===== config.mk =====
export PLATFORM = sky130hd
export DESIGN_NAME = seg_scan_driver
export DESIGN_NICKNAME = d
export VERILOG_FILES = /design/src/rtl/seg_scan_driver_pkg.sv /design/src/rtl/seg_scan_driver.sv
export SDC_FILE = /design/constraint.sdc
export NUM_CORES = 1
export LEC_CHECK = 0
export BUFFER_PORTS_ARGS = -buffer_cell sky130_fd_sc_hd__buf_2
export CAP_MARGIN = 20
export CORE_ASPECT_RATIO = 1.4
export CORE_MARGIN = 1
export CORE_UTILIZATION = 60
export DETAILED_ROUTE_END_ITERATION = 10
export PLACE_DENSITY = 0.84
export SETUP_SLACK_MARGIN = 0.15
export SLEW_MARGIN = 10
export SYNTH_ARGS = -nofsm -noshare
export SYNTH_HDL_FRONTEND = slang
export SYNTH_SLANG_ARGS = --single-unit

===== constraint.sdc =====
create_clock -name clk -period 13.2 [get_ports clk]
set_clock_uncertainty 0.15 [all_clocks]
set_input_delay 3.96 -clock clk [delete_from_list [all_inputs] [get_ports clk]]
set_output_delay 3.96 -clock clk [all_outputs]
set_load 0.02 [all_outputs]

===== src/rtl/seg_scan_driver_pkg.sv =====
// Shared constants and helpers for the six-tube multiplexed display scanner.
// Segment bit order, digit count, default timing and slot decode functions.
package seg_scan_driver_pkg;

   localparam int unsigned SEG_A  = 7;
   localparam int unsigned SEG_B  = 6;
   localparam int unsigned SEG_C  = 5;
   localparam int unsigned SEG_D  = 4;
   localparam int unsigned SEG_E  = 3;
   localparam int unsigned SEG_F  = 2;
   localparam int unsigned SEG_G  = 1;
   localparam int unsigned SEG_DP = 0;

   localparam int unsigned NUM_DIGITS      = 6;
   localparam int unsigned DEF_ON_STEP     = 24500;
   localparam int unsigned DEF_BLANK_TICKS = 2000;

   typedef logic [2:0] slot_t;

   localparam slot_t LAST_SLOT = 3'(NUM_DIGITS - 1);

   // Slot 0 drives the leftmost tube (bit 7); bits 1:0 are never used.
   function automatic logic [7:0] slot_to_tub(input slot_t slot);
      logic [7:0] tub;
      case (slot)
         3'd0:    tub = 8'h80;
         3'd1:    tub = 8'h40;
         3'd2:    tub = 8'h20;
         3'd3:    tub = 8'h10;
         3'd4:    tub = 8'h08;
         3'd5:    tub = 8'h04;
         default: tub = 8'h00;
      endcase
      return tub;
   endfunction

   function automatic logic [7:0] slot_pattern(input slot_t slot, input logic [47:0] pats);
      logic [7:0] pat;
      case (slot)
         3'd0:    pat = pats[7:0];
         3'd1:    pat = pats[15:8];
         3'd2:    pat = pats[23:16];
         3'd3:    pat = pats[31:24];
         3'd4:    pat = pats[39:32];
         3'd5:    pat = pats[47:40];
         default: pat = 8'h00;
      endcase
      return pat;
   endfunction

endpackage


===== src/rtl/seg_scan_driver.sv =====
// Time-multiplexed six-tube display scanner with per-frame snapshot,
// brightness-controlled lit window and a guaranteed dark guard per slot.
module seg_scan_driver
   import seg_scan_driver_pkg::*;
#(
   parameter int unsigned ON_STEP     = DEF_ON_STEP,
   parameter int unsigned BLANK_TICKS = DEF_BLANK_TICKS
) (
   input  logic       clk,
   input  logic       reset,
   input  logic       power_state,
   input  logic [1:0] brightness,
   input  logic [7:0] hour_tub_control_1,
   input  logic [7:0] hour_tub_control_2,
   input  logic [7:0] minute_tub_control_1,
   input  logic [7:0] minute_tub_control_2,
   input  logic [7:0] second_tub_control_1,
   input  logic [7:0] second_tub_control_2,
   output logic [7:0] tub_sel,
   output logic [7:0] seg_out,
   output logic       frame_done
);

   localparam int unsigned DIGIT_TICKS = 4 * ON_STEP + BLANK_TICKS;
   localparam int unsigned TW          = $clog2(DIGIT_TICKS);
   localparam logic [TW-1:0] TICK_LAST = TW'(DIGIT_TICKS - 1);

   logic [TW-1:0] tick_q, tick_d;
   slot_t         slot_q, slot_d;
   logic [47:0]   pats_q, pats_d;
   logic [1:0]    bright_q, bright_d;
   logic [7:0]    tub_sel_q, tub_sel_d;
   logic [7:0]    seg_out_q, seg_out_d;
   logic          frame_done_q, frame_done_d;

   logic [47:0]   live_pats_s;
   logic [47:0]   view_pats_s;
   logic [1:0]    view_bright_s;
   logic          frame_start_s;
   logic [31:0]   lit_limit_s;

   assign live_pats_s = {second_tub_control_2, second_tub_control_1,
                         minute_tub_control_2, minute_tub_control_1,
                         hour_tub_control_2,   hour_tub_control_1};

   // Counters, snapshot and next output values; the first slot of a frame
   // uses the live inputs directly since that is what gets captured.
   always_comb begin
      tick_d        = tick_q;
      slot_d        = slot_q;
      pats_d        = pats_q;
      bright_d      = bright_q;
      tub_sel_d     = 8'h00;
      seg_out_d     = 8'h00;
      frame_done_d  = 1'b0;

      frame_start_s = (slot_q == 3'd0) && (tick_q == {TW{1'b0}});
      if (frame_start_s) begin
         view_pats_s   = live_pats_s;
         view_bright_s = brightness;
      end else begin
         view_pats_s   = pats_q;
         view_bright_s = bright_q;
      end
      lit_limit_s = (32'(view_bright_s) + 32'd1) * ON_STEP;

      if (!power_state) begin
         tick_d = {TW{1'b0}};
         slot_d = 3'd0;
      end else begin
         if (frame_start_s) begin
            pats_d   = live_pats_s;
            bright_d = brightness;
         end else begin
            pats_d   = pats_q;
            bright_d = bright_q;
         end

         if (tick_q == TICK_LAST) begin
            tick_d = {TW{1'b0}};
            if (slot_q == LAST_SLOT) begin
               slot_d       = 3'd0;
               frame_done_d = 1'b1;
            end else begin
               slot_d = slot_q + 3'd1;
            end
         end else begin
            tick_d = tick_q + TW'(1);
         end

         if (32'(tick_q) < lit_limit_s) begin
            tub_sel_d = slot_to_tub(slot_q);
            seg_out_d = slot_pattern(slot_q, view_pats_s);
         end else begin
            tub_sel_d = 8'h00;
            seg_out_d = 8'h00;
         end
      end
   end

   // State and output registers with synchronous active-low reset.
   always_ff @(posedge clk) begin
      if (!reset) begin
         tick_q       <= {TW{1'b0}};
         slot_q       <= 3'd0;
         pats_q       <= 48'h0;
         bright_q     <= 2'd0;
         tub_sel_q    <= 8'h00;
         seg_out_q    <= 8'h00;
         frame_done_q <= 1'b0;
      end else begin
         tick_q       <= tick_d;
         slot_q       <= slot_d;
         pats_q       <= pats_d;
         bright_q     <= bright_d;
         tub_sel_q    <= tub_sel_d;
         seg_out_q    <= seg_out_d;
         frame_done_q <= frame_done_d;
      end
   end

   assign tub_sel    = tub_sel_q;
   assign seg_out    = seg_out_q;
   assign frame_done = frame_done_q;

endmodule


* After elaboration in Yosys (flattened, before gate mapping) *
Cells that the tools add are included.

storage, ports and cells
  input bits = 53
  register bits = 87
  output and inout bits = 17
  word-level logic and storage cells = 33

cells by class
  $mul = 1
  equal/unequal tests = 6
  magnitude comparators = 1
  bitwise gates (word level) = 2
  add/sub/neg operators = 3
  multiplexer cells = 6
  reductions and logical operators = 7

operators by type and width
  operator               number
  $pmux 8 s6             2
  $mux 48                1
  $lt 17x18->1           1
  $add 17x1->17 const B  1
  $eq 17x17->1 const B   1
  $logic_not 17->1       1
  $mul 3x13->16 const B  1
  $eq 3x2->1 const B     2
  $eq 3x3->1 const B     2
  $reduce_and 3->1       2
  $add 2x1->3 const B    1
  $add 3x1->3 const B    1
  $eq 3x1->1 const B     1
  $logic_not 3->1        1
  $mux 3                 1
  $reduce_or 3->1        1
  $mux 2                 1
  $not 1->1              2
  $reduce_and 2->1       1
  $logic_and 1x1->1      1
  $mux 1                 1

* Logic depth before layout (Yosys ltp) *
Gate-level depths: netlist of the first run.

  word-level depth = 7
  gate-level depth with buffers = 22
  gate-level depth less buffers = 21

* Worst setup path after synthesis of the first run *
Ideal clock, no wire load.

  path type = in2reg
  start point = input brightness[1]
  end point = register seg_out_q[3], in the netlist seg_out[3]
  data arrival time = 6.780 ns
  stages on the path = 17
  setup slack = 6.143 ns
  required time = 12.924 ns
  setup time = 0.126 ns
  buffers on the path = 2
  cell sequence = and3_1 -> a21oi_2 -> inv_1 -> ha_1 -> ha_1 -> clkbuf_1 -> nand2b_1 -> a21oi_1 -> nor2_1 -> ha_1 -> nand4_1 -> nor3_1 -> o31ai_1 -> a31oi_1 -> o32a_4 -> buf_12 -> a21oi_2

on the way
  longest elaborated chain between the ends = 5

RTL lines
  item                               line                    text
  start, declared                    seg_scan_driver.sv:12   input logic [1:0] brightness,
  $mux 2                             n/a
  net view_bright_s[1]               seg_scan_driver.sv:38   logic [1:0] view_bright_s;
  $add 2x1->3                        seg_scan_driver.sv:65   lit_limit_s = (32'(view_bright_s) + 32'd1) * ON_STEP;
  $mul 3x13->16                      seg_scan_driver.sv:65
  $lt 17x18->1                       seg_scan_driver.sv:91   if (32'(tick_q) < lit_limit_s) begin
  $reduce_and 3->1 (no source line)  n/a
  end signal, assigned               seg_scan_driver.sv:117  seg_out_q <= seg_out_d;
  end, declared                      seg_scan_driver.sv:33   logic [7:0] seg_out_q, seg_out_d;

The timed path passes the listed nets, and every way through them passes these cells.
A chain may end at the register's enable or synchronous reset.

* Worst setup path after layout of the first run *
  start point = input brightness[0]
  end point = register seg_out_q[7], in the netlist seg_out[7]

Same word-level chain as after synthesis.

==> impl_metrics.json, run 1 <==
{
  "outcome": "completed",
  "routed_wl_um": 11120,
  "grt_util_all_layers": 0.3064,
  "r2r.worst_path.cells": 21,
  "layout-drive-gt1-share": 0.1799,
  "period_minus_slack_ns": 7.236,
  "finalSetupViolations": 0,
  "grt_max_degree": 55,
  "cts_made_buffers": 9,
  "ys_async_sr_fraction": 0,
  "initial_core_util": 0.6236,
  "seqPwrFrac": 0.459,
  "tightest_slew_ns": 0.8419,
  "cts_sinks": 85,
  "io_buffers": 67,
  "cap_viol_max_count": 0,
  "grt_pass1_wl_um": 17480,
  "ff_latch_area_um2": 1702,
  "top_layer_used": "met4",
  "relSlewSlack": 0.4387,
  "critPathMaxFanout": 14,
  "synth_largest_area_cell": "dfxtp_1",
  "endpoint": "seg_out[7]$_SDFF_PN0_",
  "layout_commonest_cell": "nand2_1",
  "wl_met1_um": 4424,
  "sw_frac_of_total": 0.2495,
  "synth_area_leaders": "dfxtp_1 39%, nand2_1 13%, a21boi_0 8.2%",
  "rows": 36,
  "first_pass_iters": 6,
  "cts_resized": 0,
  "avgSynthCellArea_um2": 7.924,
  "wl_per_cell_um": 15.86,
  "fmax_ghz": 0.1382,
  "synthesis.area_um2": 4382,
  "p_int_uw": 447.4,
  "rrSetupSlack_ns": 8.17,
  "drcViolationCount": 0,
  "dp_hpwl_um": 7735,
  "worst_setup_path_start_kind": "input pin",
  "wl_met2_um": 5741,
  "reg2reg_from": "tick_q[0]$_SDFF_PP0_",
  "antenna_cells": 0,
  "fin_util": 0.7074,
  "crit_type": "input pin to register",
  "nFillCells": 590,
  "hold_viol": 0,
  "area_growth_pct": 13.45,
  "end_kind": "register",
  "gp_congestion": 0.9216,
  "viasPerCell": 5.762,
  "ys_ff_latch": 85,
  "ys_types": 53,
  "layout_common_cells": "148 x nand2_1, 85 x dfxtp_1, 69 x buf_2, 48 x a21boi_0, 35 x nand3_1",
  "routed-wl-met3_um": 553,
  "grt_pass1_vias": 3752,
  "htree_levels": 3,
  "hp-class": "register to register",
  "multi_input_area_um2": 2451,
  "p_clk_frac": 0.407,
  "clock_path_buffers": 2,
  "peakVddDrop_mv": 0.06887,
  "synth_enable_flop_cells": 0,
  "yosysSeqAreaShare": 0.3883,
  "tns_ns": 0,
  "root_buffer": "clkbuf_8",
  "power.share.combinational": 0.134,
  "p_per_area_nw_per_um2": 119.9,
  "cp.required_ns": 13.28,
  "power_switching_uw": 148.7,
  "p_leak_nw": 2.112,
  "path_clk_slew_ns": 0.09,
  "clk_latency_ns": 0.36,
  "rsz0062_at_grt": "false",
  "cts_hold_buf": 0,
  "synth_top_area_frac": 0.3883,
  "core_area_um2": 7027,
  "first_iter_violations": 343,
  "die_w_um": 74.23,
  "io_pins": 70,
  "final_antenna_net_count": 0,
  "die_h_um": 103.1,
  "cts_tree": "done",
  "globalRouteOverflowTotal": 0,
  "antenna_found_initial": 0,
  "cp.arrival_ns": 7.32,
  "yosys_warnings": 0,
  "dieArea_um2": 7654,
  "synthFlopType": "dfxtp_1",
  "crit_path_start": "brightness[0]",
  "cts_setup_buffers": 0,
  "fin_crit_sh": 0.5482,
  "synthCells": 553,
  "r2r_end": "seg_out[7]$_SDFF_PN0_",
  "drv_slew": 0,
  "nets": 677,
  "vias": 4039
}
synthesized netlist by cell type (all sizes together), types with 2 or more instances:
cell,instances
nand2,149
dfxtp,85
a21boi,48
a21oi,40
nand3,35
nor2,33
ha,23
clkbuf,22
inv,16
buf,14
nand4,13
xor2,11
a211oi,9
nor3,9
and3,5
xnor2,5
a21o,3
nor2b,3
a221oi,2
and2,2
and4,2
o211a,2
o21bai,2
o31ai,2
state kept, by name, summed over array words and instances, names as in the netlist:
signal / flops
pats_q: 48
bright_q: 2
slot_q: 3
seg_out: 8
frame_done: 1
tub_sel: 6
tick_q: 17
worst max-delay path, cell delays in order:
cell and delay (ns):
buf_2 0.11, inv_1 0.06, nor3_1 0.05, a21oi_1 0.58
inv_1 0.19, ha_1 0.29, inv_1 0.11, o21bai_1 0.07
o31a_1 0.11, a41o_1 0.23, a21oi_1 0.15, nor2_1 0.06
ha_1 0.31, nand4_1 0.13, nor3_1 0.20, o31ai_1 0.09
a31oi_1 0.22, o32a_4 0.33, a21oi_1 0.06
layout make-up:
class	count	area share
inverter	16	0.01208
sequential	85	0.3423
clock buffer	10	0.02769
clock inverter	6	0.02693
multi-input combinational	417	0.4931
tap	95	0.02391
timing repair buffer	72	0.07400
how the worst min path moves through the flow:
stage,from,endpoint,cells after the start
6_report,pats_q[0]$_SDFFE_PN0P_,pats_q[0]$_SDFFE_PN0P_,2
5_1_grt,pats_q[47]$_SDFFE_PN0P_,pats_q[47]$_SDFFE_PN0P_,2
4_1_cts,pats_q[4]$_SDFFE_PN0P_,pats_q[4]$_SDFFE_PN0P_,2
3_5_place_dp,pats_q[4]$_SDFFE_PN0P_,pats_q[4]$_SDFFE_PN0P_,2
3_3_place_gp,pats_q[3]$_SDFFE_PN0P_,pats_q[3]$_SDFFE_PN0P_,2
2_1_floorplan,pats_q[19]$_SDFFE_PN0P_,pats_q[19]$_SDFFE_PN0P_,2
metal layers:
| layer | vias up | track usage |
|---|---|---|
| li1 | 1971 | - |
| met1 | 1889 | 0.3343 |
| met2 | 150 | 0.5573 |
| met3 | 29 | 0.05963 |
| met4 | 0 | 0.1495 |
| met5 | - | 0 |
kinds of logic after synthesis:
family	after synthesis	share of synthesized area
AO/OA/AOI/OAI	120	0.1990
XOR/XNOR	16	0.03198
adder cells (fa/ha/maj)	23	0.06568
buffers and inverters	52	0.05311
flip-flops	85	0.3883
other	1	0.0008558
AND/OR/NAND/NOR	256	0.2610
power groups by stage:
| stage | Combinational [mW] | Clock [mW] | Sequential (mW) |
|---|---|---|---|
| floorplan | 0.0539 | 0 | 0.280 |
| finish | 0.0798 | 0.243 | 0.274 |
| global route | 0.0884 | 0.257 | 0.275 |
| CTS | 0.0794 | 0.246 | 0.273 |
| detailed placement | 0.0790 | 0 | 0.279 |
| global placement | 0.0775 | 0 | 0.279 |
stage by stage:
step	instance area, um^2	worst slack, ns	std cells	power [mW]	hold WS, ns
floorplan	4385	6.143	554	0.3336	0.2903
CTS	4961	5.966	699	0.5986	0.3191
detailed placement	4690	5.565	683	0.3584	0.3074
global route	4971	5.654	701	0.6199	0.3387
global placement	4690	5.654	683	0.3564	0.3011
finish	4971	5.964	701	0.5961	0.3183
Power figures use the tool's default switching activity.
==> run 2, diff against run 1 <==
Settings changed: ABC_AREA set to 1, CORE_UTILIZATION 60 to 58, PLACE_DENSITY 0.84 to 0.81.
Clock period 13.2 ns to 6.73 ns, I/O delays scaled along.
==> impl_metrics.json, run 2 <==
{
  "reg2reg_from": "slot_q[0]$_SDFFE_PN0P_",
  "cts_made_buffers": 9,
  "whs_ns": 0.3066,
  "core_area_um2": 8198,
  "gp_congestion": 0.9190,
  "grt_max_degree": 66,
  "yosys-top-cells-count": "169 x nand2_1, 128 x inv_1, 85 x dfxtp_1",
  "finalSetupViolations": 0,
  "layout_commonest_cell": "nand2_1",
  "hp-start": "tick_q[0]$_SDFF_PP0_",
  "total_power_mw": 1.272,
  "ys_ff_latch": 85,
  "rsz0062_at_grt": "false",
  "drcViolationCount": 0,
  "tns_ns": 0,
  "relSlewSlack": 0.3196,
  "synthFlopType": "dfxtp_1",
  "first_iter_violations": 286,
  "peakVddDrop_mv": 0.1642,
  "synth_top_area_frac": 0.3461,
  "p_per_area_nw_per_um2": 229.9,
  "htree_levels": 3,
  "yosysSeqAreaShare": 0.3461,
  "synthCells": 724,
  "clk_latency_ns": 0.35,
  "cts_tree": "done",
  "grt_pass1_wl_um": 19990,
  "die_w_um": 79.82,
  "cts_resized": 0,
  "cp.required_ns": 6.79,
  "layout-drive-gt1-share": 0.1506,
  "root_buffer": "clkbuf_16",
  "fin_crit_sh": 0.7012,
  "clock_path_buffers": 2,
  "area_growth_pct": 12.54,
  "rows": 39,
  "ys_async_sr_fraction": 0,
  "r2r_end": "tub_sel[2]$_SDFF_PN0_",
  "grt_util_all_layers": 0.2894,
  "worst_setup_path_start_kind": "input pin",
  "largest_reg_flops": 48,
  "final_antenna_net_count": 0,
  "die_h_um": 110.9,
  "synthesis.area_um2": 4917,
  "synth_area_leaders": "dfxtp_1 35%, nand2_1 13%, inv_1 9.8%",
  "cts_hold_buf": 0,
  "fin_ws_ns": 2.011,
  "fmax_ghz": 0.2119,
  "dieArea_um2": 8856,
  "synth_largest_area_cell": "dfxtp_1",
  "path_clk_slew_ns": 0.06,
  "top_register": "pats_q",
  "first_pass_iters": 4,
  "globalRouteOverflowTotal": 0,
  "io_buffers": 67,
  "period_minus_slack_ns": 4.719,
  "wl_per_cell_um": 13.72,
  "synth_enable_flop_cells": 0,
  "cp.arrival_ns": 4.78,
  "critPathMaxFanout": 14,
  "grt_pass1_vias": 4470,
  "rrSetupSlack_ns": 2.09,
  "initial_core_util": 0.5998,
  "cts_sinks": 85,
  "crit_type": "input pin to register",
  "yosys_warnings": 0,
  "drv_slew": 0,
  "ys_types": 42,
  "p_leak_nw": 2.862,
  "io_pins": 70,
  "vias": 4742,
  "routed_wl_um": 12060,
  "hp-class": "register to register",
  "avgSynthCellArea_um2": 6.792,
  "holdPathEnd": "tick_q[0]$_SDFF_PP0_",
  "cts_setup_buffers": 0,
  "antenna_cells": 0,
  "hold_viol": 0,
  "synth.most_common_cell": "nand2_1",
  "r2r.worst_path.cells": 22,
  "outcome": "completed",
  "dp_hpwl_um": 8475,
  "end_kind": "register",
  "hold_depth": 1,
  "post-place-ws_ns": 1.693,
  "nets": 848,
  "antenna_found_initial": 0,
  "viasPerCell": 5.395,
  "layout_common_cells": "169 x nand2_1, 128 x inv_1, 85 x dfxtp_1, 67 x buf_2, 61 x nor2_1",
  "cap_viol_max_count": 0,
  "tightest_slew_ns": 1.021
}
-- run 2: changes by cell type in the layout (fill, tap and decap cells not counted), moves of 11 or more --
cell      change
o211ai_1     +21
nor2_1       +32
o21ai_0      +43
nand3_1      -12
a21boi_0     -48
o21ai_1      +16
nand2_1      +21
inv_1       +112
nor2_4       +11
-- run 2: cells by family after synthesis --
logic type               Yosys count  synth area share
AO/OA/AOI/OAI                    141            0.1659
XOR/XNOR                           1          0.001781
adder cells (fa/ha/maj)           23           0.05852
buffers and inverters            165            0.1384
flip-flops                        85            0.3461
multiplexers                       1          0.002036
other                              1         0.0007626
AND/OR/NAND/NOR                  307            0.2865
-- run 2: layout make-up --
type | count | area, um^2
Fill cell | 699 | 2664
Multi-Input combinational cell | 475 | 2539
Sequential cell | 85 | 1702
Inverter | 132 | 495.5
Timing Repair Buffer | 69 | 350.3
Clock buffer | 12 | 266.5
Tap cell | 102 | 127.6
Clock inverter | 4 | 53.80
-- run 2: routing by layer --
metal | GRT usage | share of wire
met5 | 0 | 0
met4 | 0.1595 | 0.048
met3 | 0.05926 | 0.040
met2 | 0.5134 | 0.50
met1 | 0.3112 | 0.41
-- run 2: how the worst max path moves through the flow --
stage,start,to
after floorplan,brightness[1],seg_out[0]$_SDFF_PN0_
after global placement,brightness[1],tub_sel[2]$_SDFF_PN0_
after detailed placement,brightness[1],tub_sel[2]$_SDFF_PN0_
after CTS,brightness[1],tub_sel[2]$_SDFF_PN0_
after global routing,slot_q[0]$_SDFFE_PN0P_,tub_sel[2]$_SDFF_PN0_
final,brightness[1],tub_sel[2]$_SDFF_PN0_
-- run 2: worst max-delay path: stages --
cell     delay (ns)
buf_2          0.09
inv_1          0.05
nand4_2        0.12
nand2_4        0.17
inv_1          0.11
ha_1           0.25
ha_1           0.27
a21oi_1        0.19
nand4_1        0.11
o21ai_0        0.10
inv_1          0.07
ha_1           0.27
nand2_1        0.05
inv_1          0.06
nand3_1        0.07
nand2_1        0.06
nand2_1        0.04
nand3_1        0.07
nand2_1        0.06
nand2_2        0.47
nor2_1         0.09
-- run 2: metrics by stage --
step | utilization | cells | area [um^2]
finish | 0.6751 | 879 | 5534
global route | 0.6751 | 879 | 5534
CTS | 0.6751 | 879 | 5534
detailed placement | 0.6360 | 863 | 5214
global placement | 0.6360 | 863 | 5214
floorplan | - | 725 | 4921
-- run 2: power breakdown --
part / leakage (nW) / switching [mW] / internal, mW / total (mW)
Clock: 0.151 / 0.210 / 0.319 / 0.529
Sequential: 0.699 / 0.0109 / 0.530 / 0.541
Combinational: 2.01 / 0.133 / 0.0699 / 0.203
